## config.mk

```make
export PLATFORM = sky130hd
export DESIGN_NAME = id_ex_control_flat
export DESIGN_NICKNAME = d
export VERILOG_FILES = /design/src/rtl/id_ex_control_if.sv /design/src/rtl/id_ex_control.sv /design/src/flat_wrapper.sv
export SDC_FILE = /design/constraint.sdc
export NUM_CORES = 1
export LEC_CHECK = 0
export ABC_AREA = 1
export BUFFER_PORTS_ARGS = -buffer_cell sky130_fd_sc_hd__buf_2
export CORE_ASPECT_RATIO = 2
export CORE_MARGIN = 1.5
export CORE_UTILIZATION = 50
export CTS_BUF_LIST = sky130_fd_sc_hd__clkbuf_2 sky130_fd_sc_hd__clkbuf_4 sky130_fd_sc_hd__clkbuf_8
export DETAILED_ROUTE_END_ITERATION = 12
export GPL_TIMING_DRIVEN = 0
export PLACE_DENSITY = 0.84
export SLEW_MARGIN = 10
export SYNTH_ARGS = -nofsm -noshare
export SYNTH_HDL_FRONTEND = slang
export SYNTH_SLANG_ARGS = --single-unit
```

## constraint.sdc

```tcl
create_clock -name clk -period 2.3 [get_ports clk]
set_clock_uncertainty 0.2 [all_clocks]
set_input_delay 0.23 -clock clk [delete_from_list [all_inputs] [get_ports clk]]
set_output_delay 0.23 -clock clk [all_outputs]
set_load 0.005 [all_outputs]
```

## src/rtl/id_ex_control_if.sv

```systemverilog
// Decode-stage bundle between the IF/ID side (master) and the ID/EX control register (slave).
interface id_ex_control_if;
  logic [31:0] instr;
  logic        id_valid;
  logic        stall;
  logic        flush;
  logic        hazard_stall;
  logic        ex_valid;
  logic [1:0]  ALU_op;
  logic [2:0]  funct3;
  logic        bit30;
  logic        ALUSrc;
  logic        MemRead;
  logic        MemWrite;
  logic        RegWrite;
  logic        MemtoReg;
  logic        Branch;
  logic [4:0]  ex_rd;
  logic [4:0]  ex_rs1;
  logic [4:0]  ex_rs2;
  logic [7:0]  illegal_count;

  modport master (
    output instr, id_valid, stall, flush,
    input  hazard_stall, ex_valid, ALU_op, funct3, bit30, ALUSrc, MemRead,
           MemWrite, RegWrite, MemtoReg, Branch, ex_rd, ex_rs1, ex_rs2,
           illegal_count
  );

  modport slave (
    input  instr, id_valid, stall, flush,
    output hazard_stall, ex_valid, ALU_op, funct3, bit30, ALUSrc, MemRead,
           MemWrite, RegWrite, MemtoReg, Branch, ex_rd, ex_rs1, ex_rs2,
           illegal_count
  );
endinterface

```

## src/rtl/id_ex_control.sv

```systemverilog
// RV32 main control decode, ID/EX control register, load-use hazard detect
// and saturating unsupported-opcode counter.
module id_ex_control (
  input  logic             clk,
  input  logic             reset,
  id_ex_control_if.slave   bus
);

  typedef struct packed {
    logic       valid;
    logic [1:0] alu_op;
    logic [2:0] funct3;
    logic       bit30;
    logic       alu_src;
    logic       mem_read;
    logic       mem_write;
    logic       reg_write;
    logic       mem_to_reg;
    logic       branch;
    logic [4:0] rd;
    logic [4:0] rs1;
    logic [4:0] rs2;
  } ctl_t;

  ctl_t       ctl_q, ctl_d, dec;
  logic [7:0] cnt_q, cnt_d;
  logic       rs1_used, rs2_used, illegal, hazard;
  logic [6:0] opcode;
  logic [4:0] rs1_f, rs2_f;
  logic       unused_bits;

  assign opcode      = bus.instr[6:0];
  assign rs1_f       = bus.instr[19:15];
  assign rs2_f       = bus.instr[24:20];
  assign unused_bits = ^{bus.instr[31], bus.instr[29:25]};

  always_comb begin
    dec            = '0;
    rs1_used       = 1'b0;
    rs2_used       = 1'b0;
    illegal        = 1'b0;
    dec.valid      = 1'b1;
    dec.funct3     = bus.instr[14:12];
    dec.rd         = bus.instr[11:7];
    dec.rs1        = rs1_f;
    dec.rs2        = rs2_f;
    case (opcode)
      7'b0110011: begin
        dec.alu_op    = 2'b10;
        dec.reg_write = 1'b1;
        dec.bit30     = bus.instr[30];
        rs1_used      = 1'b1;
        rs2_used      = 1'b1;
      end
      7'b0010011: begin
        // bit30 stays 0 so a negative immediate never selects subtract
        dec.alu_op    = 2'b10;
        dec.alu_src   = 1'b1;
        dec.reg_write = 1'b1;
        rs1_used      = 1'b1;
      end
      7'b0000011: begin
        dec.alu_src    = 1'b1;
        dec.mem_read   = 1'b1;
        dec.reg_write  = 1'b1;
        dec.mem_to_reg = 1'b1;
        rs1_used       = 1'b1;
      end
      7'b0100011: begin
        dec.alu_src   = 1'b1;
        dec.mem_write = 1'b1;
        rs1_used      = 1'b1;
        rs2_used      = 1'b1;
      end
      7'b1100011: begin
        dec.alu_op = 2'b01;
        dec.branch = 1'b1;
        rs1_used   = 1'b1;
        rs2_used   = 1'b1;
      end
      default: begin
        dec     = '0;
        illegal = 1'b1;
      end
    endcase
  end

  assign hazard = ctl_q.valid & ctl_q.mem_read & (ctl_q.rd != 5'd0) & bus.id_valid &
                  (((ctl_q.rd == rs1_f) & rs1_used) | ((ctl_q.rd == rs2_f) & rs2_used));

  always_comb begin
    ctl_d = ctl_q;
    cnt_d = cnt_q;
    if (bus.flush) begin
      ctl_d = '0;
    end else if (bus.stall) begin
      ctl_d = ctl_q;
    end else if (hazard) begin
      ctl_d = '0;
    end else begin
      ctl_d = bus.id_valid ? dec : '0;
      if (bus.id_valid && illegal && (cnt_q != 8'hFF))
        cnt_d = cnt_q + 8'd1;
    end
  end

  always_ff @(posedge clk or posedge reset) begin
    if (reset) begin
      ctl_q <= '0;
      cnt_q <= '0;
    end else begin
      ctl_q <= ctl_d;
      cnt_q <= cnt_d;
    end
  end

  assign bus.hazard_stall  = hazard;
  assign bus.ex_valid      = ctl_q.valid;
  assign bus.ALU_op        = ctl_q.alu_op;
  assign bus.funct3        = ctl_q.funct3;
  assign bus.bit30         = ctl_q.bit30;
  assign bus.ALUSrc        = ctl_q.alu_src;
  assign bus.MemRead       = ctl_q.mem_read;
  assign bus.MemWrite      = ctl_q.mem_write;
  assign bus.RegWrite      = ctl_q.reg_write;
  assign bus.MemtoReg      = ctl_q.mem_to_reg;
  assign bus.Branch        = ctl_q.branch;
  assign bus.ex_rd         = ctl_q.rd;
  assign bus.ex_rs1        = ctl_q.rs1;
  assign bus.ex_rs2        = ctl_q.rs2;
  assign bus.illegal_count = cnt_q;

endmodule

```

## src/flat_wrapper.sv

```systemverilog
// flat-port wrapper written by rule: the top's interface ports become plain ports
module id_ex_control_flat 
  (clk, reset, bus_instr, bus_id_valid, bus_stall, bus_flush, bus_hazard_stall, bus_ex_valid, bus_ALU_op, bus_funct3, bus_bit30, bus_ALUSrc, bus_MemRead, bus_MemWrite, bus_RegWrite, bus_MemtoReg, bus_Branch, bus_ex_rd, bus_ex_rs1, bus_ex_rs2, bus_illegal_count);
  id_ex_control_if bus_i ();
  input  logic clk;
  input  logic reset;
  input wire logic [$bits(bus_i.instr)-1:0] bus_instr;
  input wire logic [$bits(bus_i.id_valid)-1:0] bus_id_valid;
  input wire logic [$bits(bus_i.stall)-1:0] bus_stall;
  input wire logic [$bits(bus_i.flush)-1:0] bus_flush;
  output wire logic [$bits(bus_i.hazard_stall)-1:0] bus_hazard_stall;
  output wire logic [$bits(bus_i.ex_valid)-1:0] bus_ex_valid;
  output wire logic [$bits(bus_i.ALU_op)-1:0] bus_ALU_op;
  output wire logic [$bits(bus_i.funct3)-1:0] bus_funct3;
  output wire logic [$bits(bus_i.bit30)-1:0] bus_bit30;
  output wire logic [$bits(bus_i.ALUSrc)-1:0] bus_ALUSrc;
  output wire logic [$bits(bus_i.MemRead)-1:0] bus_MemRead;
  output wire logic [$bits(bus_i.MemWrite)-1:0] bus_MemWrite;
  output wire logic [$bits(bus_i.RegWrite)-1:0] bus_RegWrite;
  output wire logic [$bits(bus_i.MemtoReg)-1:0] bus_MemtoReg;
  output wire logic [$bits(bus_i.Branch)-1:0] bus_Branch;
  output wire logic [$bits(bus_i.ex_rd)-1:0] bus_ex_rd;
  output wire logic [$bits(bus_i.ex_rs1)-1:0] bus_ex_rs1;
  output wire logic [$bits(bus_i.ex_rs2)-1:0] bus_ex_rs2;
  output wire logic [$bits(bus_i.illegal_count)-1:0] bus_illegal_count;
  assign bus_i.instr = bus_instr;
  assign bus_i.id_valid = bus_id_valid;
  assign bus_i.stall = bus_stall;
  assign bus_i.flush = bus_flush;
  assign bus_hazard_stall = bus_i.hazard_stall;
  assign bus_ex_valid = bus_i.ex_valid;
  assign bus_ALU_op = bus_i.ALU_op;
  assign bus_funct3 = bus_i.funct3;
  assign bus_bit30 = bus_i.bit30;
  assign bus_ALUSrc = bus_i.ALUSrc;
  assign bus_MemRead = bus_i.MemRead;
  assign bus_MemWrite = bus_i.MemWrite;
  assign bus_RegWrite = bus_i.RegWrite;
  assign bus_MemtoReg = bus_i.MemtoReg;
  assign bus_Branch = bus_i.Branch;
  assign bus_ex_rd = bus_i.ex_rd;
  assign bus_ex_rs1 = bus_i.ex_rs1;
  assign bus_ex_rs2 = bus_i.ex_rs2;
  assign bus_illegal_count = bus_i.illegal_count;
  id_ex_control u_core (.clk(clk), .reset(reset), .bus(bus_i));
endmodule
```

==> reports/summary.txt <==
outcome: complete, no violations
area grow syn2layout: 30.77%
Port Buffers: 67
post-synthesis sequential area ratio: 46.42%
layout cell share with drive strength beyond 1: 28.88%
Peak Freq: 449.1 MHz
GR Util All Layers: 26.24%
Via density: 5.189
critical-path cell list: dlygate4sd3_1 > buf_2 > xor2_1 > nor2_1 > nand3_1 > nand2_2 > nand2_4 > inv_1 > buf_2
Die ar.: 4173 um2
post-synth cell types: 27
worst-margin pin slew: 0.7264 ns
gr ovfl total: 0
CP max-delay cell: dlygate4sd3_1
die height: 89.88 um
Syn Inst Count: 238
crit-path max FO: 18
Placed Cells: 354
FF+latch count, synth: 35
GRT met1 Usage: 25.66%
first-pass GRT wire length: 8.038 mm
1st-iter DRT viols: 59
Remaining DRCs: 0
worst path buffer plus inverter count: 4
Finished Core Util: 68.40%
Pwr per Cell Area: 544.1 nW/um2
Final TNS setup: 0 ns
Pre-Repair DR Iteration Count: 4
CORE AREA: 3607 um2
Cell Area, Synth: 1887 um2
Root Buffer: clkbuf_8
Setup-failing EPs final: 0
post-synthesis xor/xnor area fraction: 5.106%
Final Hold Vio Count: 0
DP HPWL: 3.680 mm
FP Rows: 31
Sequential Area: 877.1 um2
number of flops mapped to enable cells by yosys: 0
adder-cell share of the synthesized area: 0.6631%
clock sink count: 35
TritonCTS clock tree: yes
Final Non-Filler Cells: 371
M3 GR Usage: 5.020%
delay-heaviest family, CP: buffers and inverters
dominant synthesized flop cell: dfrtp_1
Critical Path Start Type: input port
initial antenna violation count: 0
Fillers: 330
Tightest Hold Check Type: input port to flop
Crit Path Class: input port to output port
ANT nets after route: 0
clock buffer count from CTS: 5
multi-input logic area: 869.6 um2
IO Pins: 74
via count: 1925
slowest stage delay, CP: 0.55 ns
# diodes: 0
post-layout min period: 2.226 ns
maximum vdd ir drop: 586.5 uV
Clock Latency Late Sink: 0.29 ns
number of global-route vias before repair: 1849
maximum clock path buffer count: 2
largest family of logic cells by synthesized area: simple AND/OR/NAND/NOR gates
most common cell after layout, fill and taps aside: nand2_1
leakage: 1.464 nW
Top cell by count, worst path: buf_2
Die Width: 46.44 um
Worst-path clk slew: 0.07 ns
post-synthesis compound-gate area fraction: 2.520%
GR Layer Usage met2: 46.53%
pin count of the biggest net entering global routing: 36
worst slack, placed: 0.3432 ns
Synth Area in Simple Gates: 37.40%
multiplexer share of the synthesized area: 0%
WP data required: 1.87 ns
relative slew slack: 51.50%
Layout Nets: 359
crit end category: output port
asr flop ratio synth: 100.0%
Routed WL: 4.992 mm
yosys warns: 0
max cap viols: 0
WP data arrival: 1.80 ns
Tot Pwr: 1.343 mW
Top Usage Layer GRT: met2
H-Tree Level Count: 2
routed len/inst: 13.46 um
fin. max-slew vios: 0
final worst slack: 0.07353 ns
GPL Wtd Cong: 0.8584
Mapped Avg Cell Area: 7.928 um2
Initial Util: 52.31%
Final Cycle Share: 96.80%
commonest cells after routing, fill and taps aside: nand2_1 (86), buf_2 (69), dfrtp_1 (34), nand4_1 (32), inv_1 (18)
RSZ-0062 raised after global routing: false
Syn Nets: 276
[synth_stat cells (2+ instances only)]
library cell   n  area, um2
dfrtp_1       35      875.8
nand3_1       12      60.06
nand4_1       32      200.2
a21oi_1        3      15.01
o21ai_0        3      15.01
clkbuf_1       2      7.510
buf_6          4      45.04
buf_2          2      10.01
nor2_1        14      52.55
nand2_1       87      326.6
xnor2_1        4      35.03
inv_1         19      71.32
xor2_1         7      61.31
[path summary, 6_finish.rpt]
kind,from,end,slack (ns),cells after the start
setup / recovery,bus_instr[16],bus_hazard_stall,0.07,9
setup reg to reg,u_core.bus.ex_rd[3],u_core.bus.illegal_count[5],0.44,8
hold reg to reg,u_core.bus.ex_rs1[2],u_core.bus.ex_rs1[2],0.28,2
min in group asynchronous,reset,u_core.bus.funct3[2],0.41,3
max in group asynchronous,reset,u_core.bus.ex_rd[3],0.99,3
hold / removal,bus_instr[19],u_core.bus.ex_rs1[4],0.008,3
[flip-flops by register name, summed over array words and instances (netlist names)]
register                  count
u_core.bus.funct3             3
u_core.bus.ex_rs2             5
u_core.bus.ALUSrc             1
u_core.bus.Branch             1
u_core.bus.RegWrite           1
u_core.bus.MemWrite           1
u_core.bus.MemRead            1
u_core.bus.bit30              1
u_core.bus.ex_valid           1
u_core.bus.illegal_count      8
u_core.bus.ALU_op             2
u_core.bus.ex_rs1             5
u_core.bus.ex_rd              5
[power by group]
group	switching [mW]	leakage, nW	total (mW)	internal, mW
Clock	0.225	0.0446	0.448	0.223
Sequential	0.0363	0.483	0.682	0.646
Combinational	0.120	0.937	0.212	0.0926
[worst min-delay path, stage by stage]
cell and delay (ns):
buf_2 0.12, nand4_1 0.08, nand2_1 0.04
[area by class of cell]
cell class	count	area share [%]
Sequential cell	35	35.55
Timing Repair Buffer	77	17.55
Buffer	9	2.535
Clock inverter	2	0.5071
Multi-Input combinational cell	173	35.24
Tap cell	49	2.485
Clock buffer	6	3.093
Inverter	20	3.043
[per-layer routing]
| layer | share of wire (%) | up-vias |
|---|---|---|
| met5 | 0 | - |
| met4 | 3.5 | 0 |
| met3 | 4.4 | 14 |
| met2 | 56 | 69 |
| met1 | 36 | 891 |
| li1 | - | 951 |
[through the flow]
step / instance area, um2 / hold slack, ns
6_report: 2467 / 0.008212
5_1_grt: 2467 / 0.02261
4_1_cts: 2462 / 0.0006302
3_5_place_dp: 2283 / 0.1942
3_3_place_gp: 2283 / 0.2578
2_1_floorplan: 1887 / 0.1740
[what timing repair did]
item                       CTS  global route
hold buffers                 9             0
gates resized for setup      0             3
buffers inserted             0             1
setup endpoints to repair    0             1
hold endpoints to repair    43             0
[logic make-up after synthesis]
| family | count (synthesis) |
|---|---|
| compound gates | 8 |
| xor+xnor | 11 |
| fa+ha+maj | 1 |
| buf+inv | 30 |
| flops | 35 |
| simple gates | 153 |
Power figures use the tool's default switching activity.
